$ cat src/rtl/pipeline_interlock.sv
// Hazard and branch-shadow interlock for the 5-stage pipeline.
// Decides per cycle whether the ID instruction issues, stalls or is squashed.
module pipeline_interlock #(
    parameter int REG_NUM_W        = 5,
    parameter int BR_SHADOW_LEN    = 3,
    parameter int RF_WRITE_THROUGH = 0,
    parameter int CNT_W            = 16
) (
    input  logic                 clk,
    input  logic                 rst,
    input  logic                 idValid,
    input  logic [REG_NUM_W-1:0] idRS,
    input  logic [REG_NUM_W-1:0] idRT,
    input  logic                 idUsesRS,
    input  logic                 idUsesRT,
    input  logic                 idRfWrEnable,
    input  logic [REG_NUM_W-1:0] idWrNum,
    input  logic                 idIsBranch,
    output logic                 stall,
    output logic                 bubble,
    output logic                 squash,
    output logic                 issue,
    output logic [CNT_W-1:0]     stallCount,
    output logic [CNT_W-1:0]     squashCount
);

    localparam int   SH_W   = $clog2(BR_SHADOW_LEN + 2);
    localparam logic WB_CHK = (RF_WRITE_THROUGH == 0);
    localparam logic SH_EN  = (BR_SHADOW_LEN > 0);

    typedef enum logic {
        S_RUN,
        S_SHADOW
    } state_e;

    state_e               state_q, state_d;
    logic [SH_W-1:0]      sh_cnt_q, sh_cnt_d;

    logic                 ex_v_q, ex_v_d;
    logic [REG_NUM_W-1:0] ex_n_q, ex_n_d;
    logic                 mem_v_q, mem_v_d;
    logic [REG_NUM_W-1:0] mem_n_q, mem_n_d;
    logic                 wb_v_q, wb_v_d;
    logic [REG_NUM_W-1:0] wb_n_q, wb_n_d;

    logic [CNT_W-1:0]     stall_cnt_q, stall_cnt_d;
    logic [CNT_W-1:0]     squash_cnt_q, squash_cnt_d;

    logic                 hit_rs;
    logic                 hit_rt;
    logic                 hazard;

    // Source registers matched against destinations still in flight
    always_comb begin
        hit_rs = (idRS != '0) &&
                 ((ex_v_q && ex_n_q == idRS) ||
                  (mem_v_q && mem_n_q == idRS) ||
                  (WB_CHK && wb_v_q && wb_n_q == idRS));
        hit_rt = (idRT != '0) &&
                 ((ex_v_q && ex_n_q == idRT) ||
                  (mem_v_q && mem_n_q == idRT) ||
                  (WB_CHK && wb_v_q && wb_n_q == idRT));
        hazard = idValid &&
                 ((idUsesRS && hit_rs) || (idUsesRT && hit_rt));
    end

    // Run/shadow control: issue decision and shadow countdown
    always_comb begin
        state_d  = state_q;
        sh_cnt_d = sh_cnt_q;
        stall    = 1'b0;
        squash   = 1'b0;
        issue    = 1'b0;
        unique case (state_q)
            S_RUN: begin
                stall = hazard;
                issue = idValid && !hazard;
                if (issue && idIsBranch && SH_EN) begin
                    state_d  = S_SHADOW;
                    sh_cnt_d = SH_W'(BR_SHADOW_LEN);
                end
            end
            S_SHADOW: begin
                squash = 1'b1;
                if (sh_cnt_q == SH_W'(1)) begin
                    state_d  = S_RUN;
                    sh_cnt_d = '0;
                end else begin
                    sh_cnt_d = sh_cnt_q - SH_W'(1);
                end
            end
            default: begin
                state_d  = S_RUN;
                sh_cnt_d = '0;
            end
        endcase
        bubble = stall || squash || !idValid;
    end

    // Destination scoreboard shifts every cycle; only issued writers enter
    always_comb begin
        ex_v_d  = issue && idRfWrEnable && (idWrNum != '0);
        ex_n_d  = ex_v_d ? idWrNum : '0;
        mem_v_d = ex_v_q;
        mem_n_d = ex_n_q;
        wb_v_d  = mem_v_q;
        wb_n_d  = mem_n_q;
    end

    // Saturating performance counters
    always_comb begin
        stall_cnt_d  = stall_cnt_q;
        squash_cnt_d = squash_cnt_q;
        if (stall && stall_cnt_q != '1) begin
            stall_cnt_d = stall_cnt_q + CNT_W'(1);
        end
        if (squash && squash_cnt_q != '1) begin
            squash_cnt_d = squash_cnt_q + CNT_W'(1);
        end
    end

    // State registers with synchronous active-low reset
    always_ff @(posedge clk) begin
        if (!rst) begin
            state_q      <= S_RUN;
            sh_cnt_q     <= '0;
            ex_v_q       <= 1'b0;
            ex_n_q       <= '0;
            mem_v_q      <= 1'b0;
            mem_n_q      <= '0;
            wb_v_q       <= 1'b0;
            wb_n_q       <= '0;
            stall_cnt_q  <= '0;
            squash_cnt_q <= '0;
        end else begin
            state_q      <= state_d;
            sh_cnt_q     <= sh_cnt_d;
            ex_v_q       <= ex_v_d;
            ex_n_q       <= ex_n_d;
            mem_v_q      <= mem_v_d;
            mem_n_q      <= mem_n_d;
            wb_v_q       <= wb_v_d;
            wb_n_q       <= wb_n_d;
            stall_cnt_q  <= stall_cnt_d;
            squash_cnt_q <= squash_cnt_d;
        end
    end

    assign stallCount  = stall_cnt_q;
    assign squashCount = squash_cnt_q;

endmodule

$ cat config.mk
export PLATFORM = sky130hd
export DESIGN_NAME = pipeline_interlock
export DESIGN_NICKNAME = d
export VERILOG_FILES = /design/src/rtl/pipeline_interlock.sv
export SDC_FILE = /design/constraint.sdc
export NUM_CORES = 1
export LEC_CHECK = 0
export CAP_MARGIN = 15
export CORE_MARGIN = 5
export CORE_UTILIZATION = 50
export CTS_CLUSTER_DIAMETER = 60
export DETAILED_ROUTE_END_ITERATION = 7
export PLACE_DENSITY_LB_ADDON = 0.1
export SETUP_SLACK_MARGIN = 0.4
export SLEW_MARGIN = 20
export SYNTH_ARGS = -nofsm -noshare
export SYNTH_HDL_FRONTEND = slang
export SYNTH_SLANG_ARGS = --single-unit
$ cat constraint.sdc
create_clock -name clk -period 3.2 [get_ports clk]
set_clock_uncertainty 0.1 [all_clocks]
set_input_delay 0.64 -clock clk [delete_from_list [all_inputs] [get_ports clk]]
set_output_delay 0.64 -clock clk [all_outputs]
set_load 0.05 [all_outputs]
==> results of run 1 <==
## flip-flops by register name (all words and copies together) (netlist names)
name	count
stallCount	16
wb_v_q	1
sh_cnt_q	3
squashCount	16
mem_n_q	5
ex_v_q	1
ex_n_q	5
mem_v_q	1
wb_n_q	5
state_q	1
## worst max-delay path, stage by stage
cell and delay, ns:
buf_2 0.13, buf_4 0.14, xor2_1 0.16, nor4_2 0.28, nand3_1 0.22, a311oi_2 0.34
nor2_4 0.10, clkinvlp_4 0.10, buf_8 0.14
## per-layer routing
layer	part of all wire	routed length, microns
met5	0	0
met4	0.0088	56
met3	0.041	264
met2	0.47	2990
met1	0.48	3080
## worst paths after layout
check,slack (ns),cells past startpoint,end
setup / recovery,0.21,9,stall
hold / removal,0.38,2,stallCount[8]$_SDFFE_PN0P_
setup reg to reg,0.62,8,stallCount[11]$_SDFFE_PN0P_
hold reg to reg,0.38,2,stallCount[8]$_SDFFE_PN0P_
## power breakdown
group	switching, mW	internal [mW]	total (mW)	leakage [nW]
clock network	0.214	0.251	0.465	0.0573
logic	0.0826	0.0780	0.161	0.889
registers	0.0115	0.682	0.694	0.437
total	0.308	1.01	1.32	1.38
## synth_stat cells (all sizes together)
master	number	area (sq um)
nand2b	9	56.3
ha	4	50.1
and2	18	113
or4	9	67.6
nand2	22	82.6
buf	3	21.3
clkinv	1	3.75
nor2	24	90.1
nor4	10	68.8
o21ai	9	45.0
nor3	3	20.0
nand4	9	56.3
clkbuf	7	26.3
and3	4	25.0
dfxtp	54	1080
nor4bb	1	10.0
xnor2	9	78.8
or2	1	6.26
o41ai	1	8.76
a311oi	2	17.5
nand3	19	95.1
a31oi	3	18.8
or3	6	37.5
o311ai	1	8.76
nand3b	1	7.51
a21oi	12	60.1
xor2	33	289
o31ai	5	37.5
o211ai	3	22.5
o311a	1	10.0
and4	1	8.76
inv	10	37.5
nor4b	2	17.5
mux2i	9	90.1
## layout by cell type (no fill, tap or decap), types with 5 or more instances in the layout
| cell type | netlist | routed |
|---|---|---|
| nand2b_1 | 9 | 9 |
| nor2_1 | 24 | 22 |
| xor2_1 | 33 | 31 |
| nand2_1 | 22 | 22 |
| xnor2_1 | 9 | 9 |
| dfxtp_1 | 54 | 54 |
| nor4_1 | 9 | 6 |
| buf_6 | 1 | 6 |
| inv_1 | 10 | 8 |
| o21ai_0 | 7 | 6 |
| buf_4 | 0 | 25 |
| o31ai_1 | 5 | 5 |
| or4_1 | 9 | 7 |
| or3_1 | 6 | 6 |
| clkbuf_8 | 0 | 6 |
| nand3_1 | 19 | 19 |
| and2_1 | 18 | 18 |
| nand4_1 | 9 | 9 |
| clkdlybuf4s50_1 | 0 | 44 |
| mux2i_1 | 9 | 9 |
| a21oi_1 | 12 | 12 |
## timing repair
item,4_1_cts,5_1_grt
pin swaps,17,13
hold buffers,0,0
setup buffers,2,3
endpoints found under the setup margin,22,5
gates resized for setup,50,19
## final cells by class
type,instances,area [sq um],area share
multi-input combinational,231,1610,0.432
sequential,54,1080,0.289
timing repair buffer,85,796,0.213
tap,70,87.6,0.0235
clock buffer,6,82.6,0.0221
inverter,11,45.0,0.0121
clock inverter,1,30.0,0.00804
## cell families after synthesis
family | synth area share
flops | 0.405
fa+ha+maj | 0.0188
xor+xnor | 0.138
buf+inv | 0.0333
mux | 0.0338
compound gates | 0.0858
simple gates | 0.286
==> impl_metrics.csv, run 1 <==
group,metric,value,unit
clocking,clk_latency,0.30,ns
critical_path,worstPathRequired,2.46,ns
floorplanning,die_w,83.1,microns
global_route,grt_max_degree,31,
pwr,p_per_area,353,nW/um^2
logic_synthesis,syn_area,2670,sq um
hold_path,min_from,"stallCount[8]$_SDFFE_PN0P_",
clocking,clk_pin_slew,0.09,ns
logic_synthesis,syn_avg_cell_area,8.72,sq um
critical_path,arrival,2.25,ns
timing,max_freq,335,MHz
job,cap_violations,0,
finish,finish.utilization,0.727,
timing,holdWs,0.383,ns
placed_design,dp_hpwl,4590,microns
timing,rsz0062_at_grt,"yes",
clocking,clk_path_buf_depth,2,
timing,fin_ws,0.213,ns
global_route,antenna_found_initial,0,
global_route,grtUsageMet3,0.0366,
clocking,cts.sinks,54,
clocking,cts_tree,"yes",
finish,synthToLayoutAreaGrowth,39.9,%
global_route,grt-busiest-layer,"met2",
detailed_routing,drt_iter0_markers,79,
placed_design,dp.cells,446,
timing,finalHoldViolCount,0,
floorplanning,fp.coreArea,5140,sq um
finish,final_cells,458,
logic_synthesis,ys_seq_elements,54,
floorplanning,dieArea,6900,sq um
logic_synthesis,syn-num-nets,332,
timing,tightest_slew,0.607,ns
timing,fin_crit,2.99,ns
clocking,cts_max_level,2,
logic_synthesis,yosys_warnings,0,
critical_path,critPathLaunchType,"primary input",
critical_path,reg2reg_from,"ex_n_q[1]$_SDFF_PN0_",
pwr,report.power.total,1.32,mW
detailed_routing,avgRoutedWirePerCell,14.0,microns
placed_design,place_ws,-0.308,ns
critical_path,endpoint_kind,"primary output",
finish,fill_cells,413,
clocking,numCtsBuffers,5,
critical_path,critical_path_class,"primary input to primary output",
detailed_routing,ant_nets,0,
placed_design,place_congestion,0.908,
global_route,grt_usage,0.182,
global_route,grt_overflow_total,0,
finish,nets,414,
global_route,grt_pass1_wl,10700,microns
timing,drv_slew,0,
logic_synthesis,ys_seq_area_frac,0.405,
timing,period_share,0.933,
timing,setup_viol,0,
hold_path,holdCritPathClass,"flop to flop",
detailed_routing,drtPass1Iterations,4,
detailed_routing,via_per_inst,5.29,
global_route,grt_use_met1,0.247,
timing,fin_tns_setup,0,ns
floorplanning,dieHeight,83.1,microns
timing,max-slew-margin-rel,0.593,
logic_synthesis,synthCells,306,
floorplanning,rows,26,
placed_design,port_buffers,57,
global_route,met2_usage,0.295,
clocking,cts_root_buf,"clkbuf_8",
finish,antenna_cells,0,
logic_synthesis,synth_cell_type_count,38,
floorplanning,io-pin-count,58,
floorplanning,floorplan.initialDensity,0.519,
outcome,outcome,"completed",
finish,final_area,3730,sq um
pwr,peakVddDrop,0.282,mV
finish,drive_gt1_frac,0.175,
global_route,grt_pass1_vias,2266,
detailed_routing,drt-total-wl,6390,microns
pwr,p_leak,1.38,nW
critical_path,crit_path_start,"idRS[2]",
detailed_routing,drc,0,
critical_path,critPathMaxFanout,6,
detailed_routing,dr_total_vias,2423,
placed_design,placed_area,3470,sq um
Note: power is estimated with default switching activity, not from simulation.
==> run 2: changes to the inputs <==
--- a/config.mk
+++ b/config.mk
@@ -10,6 +10,7 @@
 export CORE_UTILIZATION = 50
 export CTS_CLUSTER_DIAMETER = 60
 export DETAILED_ROUTE_END_ITERATION = 7
+export GPL_TIMING_DRIVEN = 0
 export PLACE_DENSITY_LB_ADDON = 0.1
 export SETUP_SLACK_MARGIN = 0.4
 export SLEW_MARGIN = 20
==> run 2 against run 1 <==
  * Wire length grew 1.8%
  * Clock-buffer cell count up 1
  * Sequential power about the same
  * Cell count fell by 1.3%
  * Critical path depth grew 1
  * Sequential share of layout area grew 0.51 points
  * Utilization is 1.3 points lower
  * Via count is 0.78% higher
  * Global-route usage is 0.096 points higher
  * Critical path type unchanged
  * Highest routed layer unchanged
==> impl_metrics.csv, run 2 (synthesis results as in run 1) <==
group,metric,value,unit
outcome,outcome,"completed",
timing,fin_ws,0.169,ns
critical_path,endpoint_kind,"primary output",
timing,max-slew-margin-rel,0.638,
critical_path,reg2reg_from,"mem_n_q[1]$_SDFF_PN0_",
detailed_routing,via_per_inst,5.40,
clocking,cts_tree,"yes",
global_route,grt_usage,0.183,
clocking,clk_path_buf_depth,2,
timing,max_freq,330,MHz
job,cap_violations,0,
pwr,clock_power_share,0.314,
finish,nets,407,
timing,setup_viol,0,
global_route,grt_pass1_vias,2373,
critical_path,rrSetupSlack,0.49,ns
critical_path,r2r-end,"stallCount[11]$_SDFFE_PN0P_",
floorplanning,rows,26,
detailed_routing,drtPass1Iterations,4,
placed_design,place_congestion,0.926,
floorplanning,dieHeight,83.1,microns
floorplanning,die_w,83.1,microns
timing,rsz0062_at_grt,"yes",
floorplanning,io-pin-count,58,
finish,drive_gt1_frac,0.154,
finish,synthToLayoutAreaGrowth,37.5,%
timing,tightest_slew,0.540,ns
hold_path,min_from,"mem_v_q$_SDFF_PN0_",
finish,final_cell_mix,"54 x dfxtp_1, 44 x clkdlybuf4s50_1, 31 x xor2_1, 22 x nand2_1, 22 x nor2_1",
detailed_routing,drt-total-wl,6510,microns
clocking,numCtsBuffers,5,
placed_design,port_buffers,57,
hold_path,whs_endpoint,"wb_v_q$_SDFF_PN0_",
critical_path,worstPathRequired,2.46,ns
floorplanning,fp.coreArea,5140,sq um
clocking,clk_latency,0.30,ns
critical_path,critical_path_class,"primary input to primary output",
timing,finalHoldViolCount,0,
placed_design,place_ws,-1.13,ns
floorplanning,dieArea,6900,sq um
critical_path,r2r_cells,10,
clocking,holdBufCountCts,0,
timing,fin_tns_setup,0,ns
hold_path,hold_depth,1,
pwr,p_sw_frac,0.246,
detailed_routing,avgRoutedWirePerCell,14.4,microns
detailed_routing,dr_total_vias,2442,
detailed_routing,drt_iter0_markers,79,
floorplanning,floorplan.initialDensity,0.519,
global_route,grt_max_degree,16,
timing,drv_slew,0,
detailed_routing,ant_nets,0,
global_route,antenna_found_initial,0,
global_route,grt_pass1_wl,10800,microns
pwr,combinationalPowerShare,0.121,
timing,period_share,0.947,
critical_path,arrival,2.29,ns
critical_path,critPathLaunchType,"primary input",
pwr,p_int,924,uW
finish,antenna_cells,0,
finish,layout_commonest_cell,"dfxtp_1",
placed_design,dp_hpwl,4650,microns
global_route,grt_overflow_total,0,
pwr,pwr-share-seq,0.564,
pwr,peakVddDrop,0.231,mV
critical_path,critPathMaxFanout,4,
finish,finish.utilization,0.714,
pwr,p_leak,1.33,nW
hold_path,holdCritPathClass,"flop to flop",
clocking,cts_root_buf,"clkbuf_8",
detailed_routing,drc,0,
clocking,cts_max_level,2,
clocking,cts.sinks,54,
timing,fin_crit,3.03,ns
pwr,p_per_area,334,nW/um^2
pwr,power_switching,301,uW
clocking,clk_pin_slew,0.09,ns
==> run 2: worst max-delay path by stage <==
stage / startpoint / to / slack, ns / cells after the start
finish: idRT[4] / stall / 0.17 / 10
global route: idRT[1] / stall / 0.11 / 10
CTS: idRS[2] / stall / 0.22 / 10
detailed placement: idRT[2] / stall / -1.13 / 9
global placement: idRT[2] / stall / -1.13 / 9
floorplan: idRS[1] / bubble / 0.19 / 6
==> run 2: cell type report <==
class / count / area, sq um
clock buffers: 7 / 86.3
flip-flops and latches: 54 / 1080
plain buffers: 10 / 57.6
inverters: 11 / 45.0
well taps: 70 / 87.6
repair buffers: 68 / 683
fillers: 418 / 1470
clock inverters: 1 / 5.00
multi-input cells: 231 / 1620
==> run 2: per-stage QoR <==
| step | instances | hold slack, ns | instance area (sq um) | power, mW |
|---|---|---|---|---|
| global route | 452 | 0.410 | 3670 | 1.27 |
| finish | 452 | 0.395 | 3670 | 1.22 |
| floorplan | 306 | 0.352 | 2680 | 0.782 |
| CTS | 450 | 0.392 | 3570 | 1.23 |
| detailed placement | 433 | 0.376 | 3340 | 0.844 |
| global placement | 433 | 0.375 | 3340 | 0.841 |
==> run 2: repair_timing <==
item,in CTS,in global routing
setup buffers,9,2
resized for setup,94,18
pin swaps,20,17
setup endpoints to repair,19,9
==> run 2: critical path: stages <==
cell	delay, ns
buf_8	0.11
xor2_1	0.14
nor4_1	0.33
nand3_1	0.18
a311oi_2	0.37
nor2_4	0.09
buf_6	0.13
buf_8	0.11
clkinvlp_4	0.07
buf_8	0.14
==> run 2: power by group through the flow <==
| stage | registers [mW] | logic [mW] | clock network, mW |
|---|---|---|---|
| floorplan | 0.714 | 0.0674 | 0 |
| global placement | 0.707 | 0.134 | 0 |
| detailed placement | 0.707 | 0.137 | 0 |
| CTS | 0.691 | 0.144 | 0.397 |
| global route | 0.693 | 0.160 | 0.420 |
| finish | 0.691 | 0.149 | 0.385 |
==> run 2: metal layers <==
metal	global-route usage	part of all wire	wire length, microns
met5	0	0	0
met4	0.0475	0.011	72
met3	0.0416	0.046	298
met2	0.323	0.49	3210
met1	0.224	0.45	2930
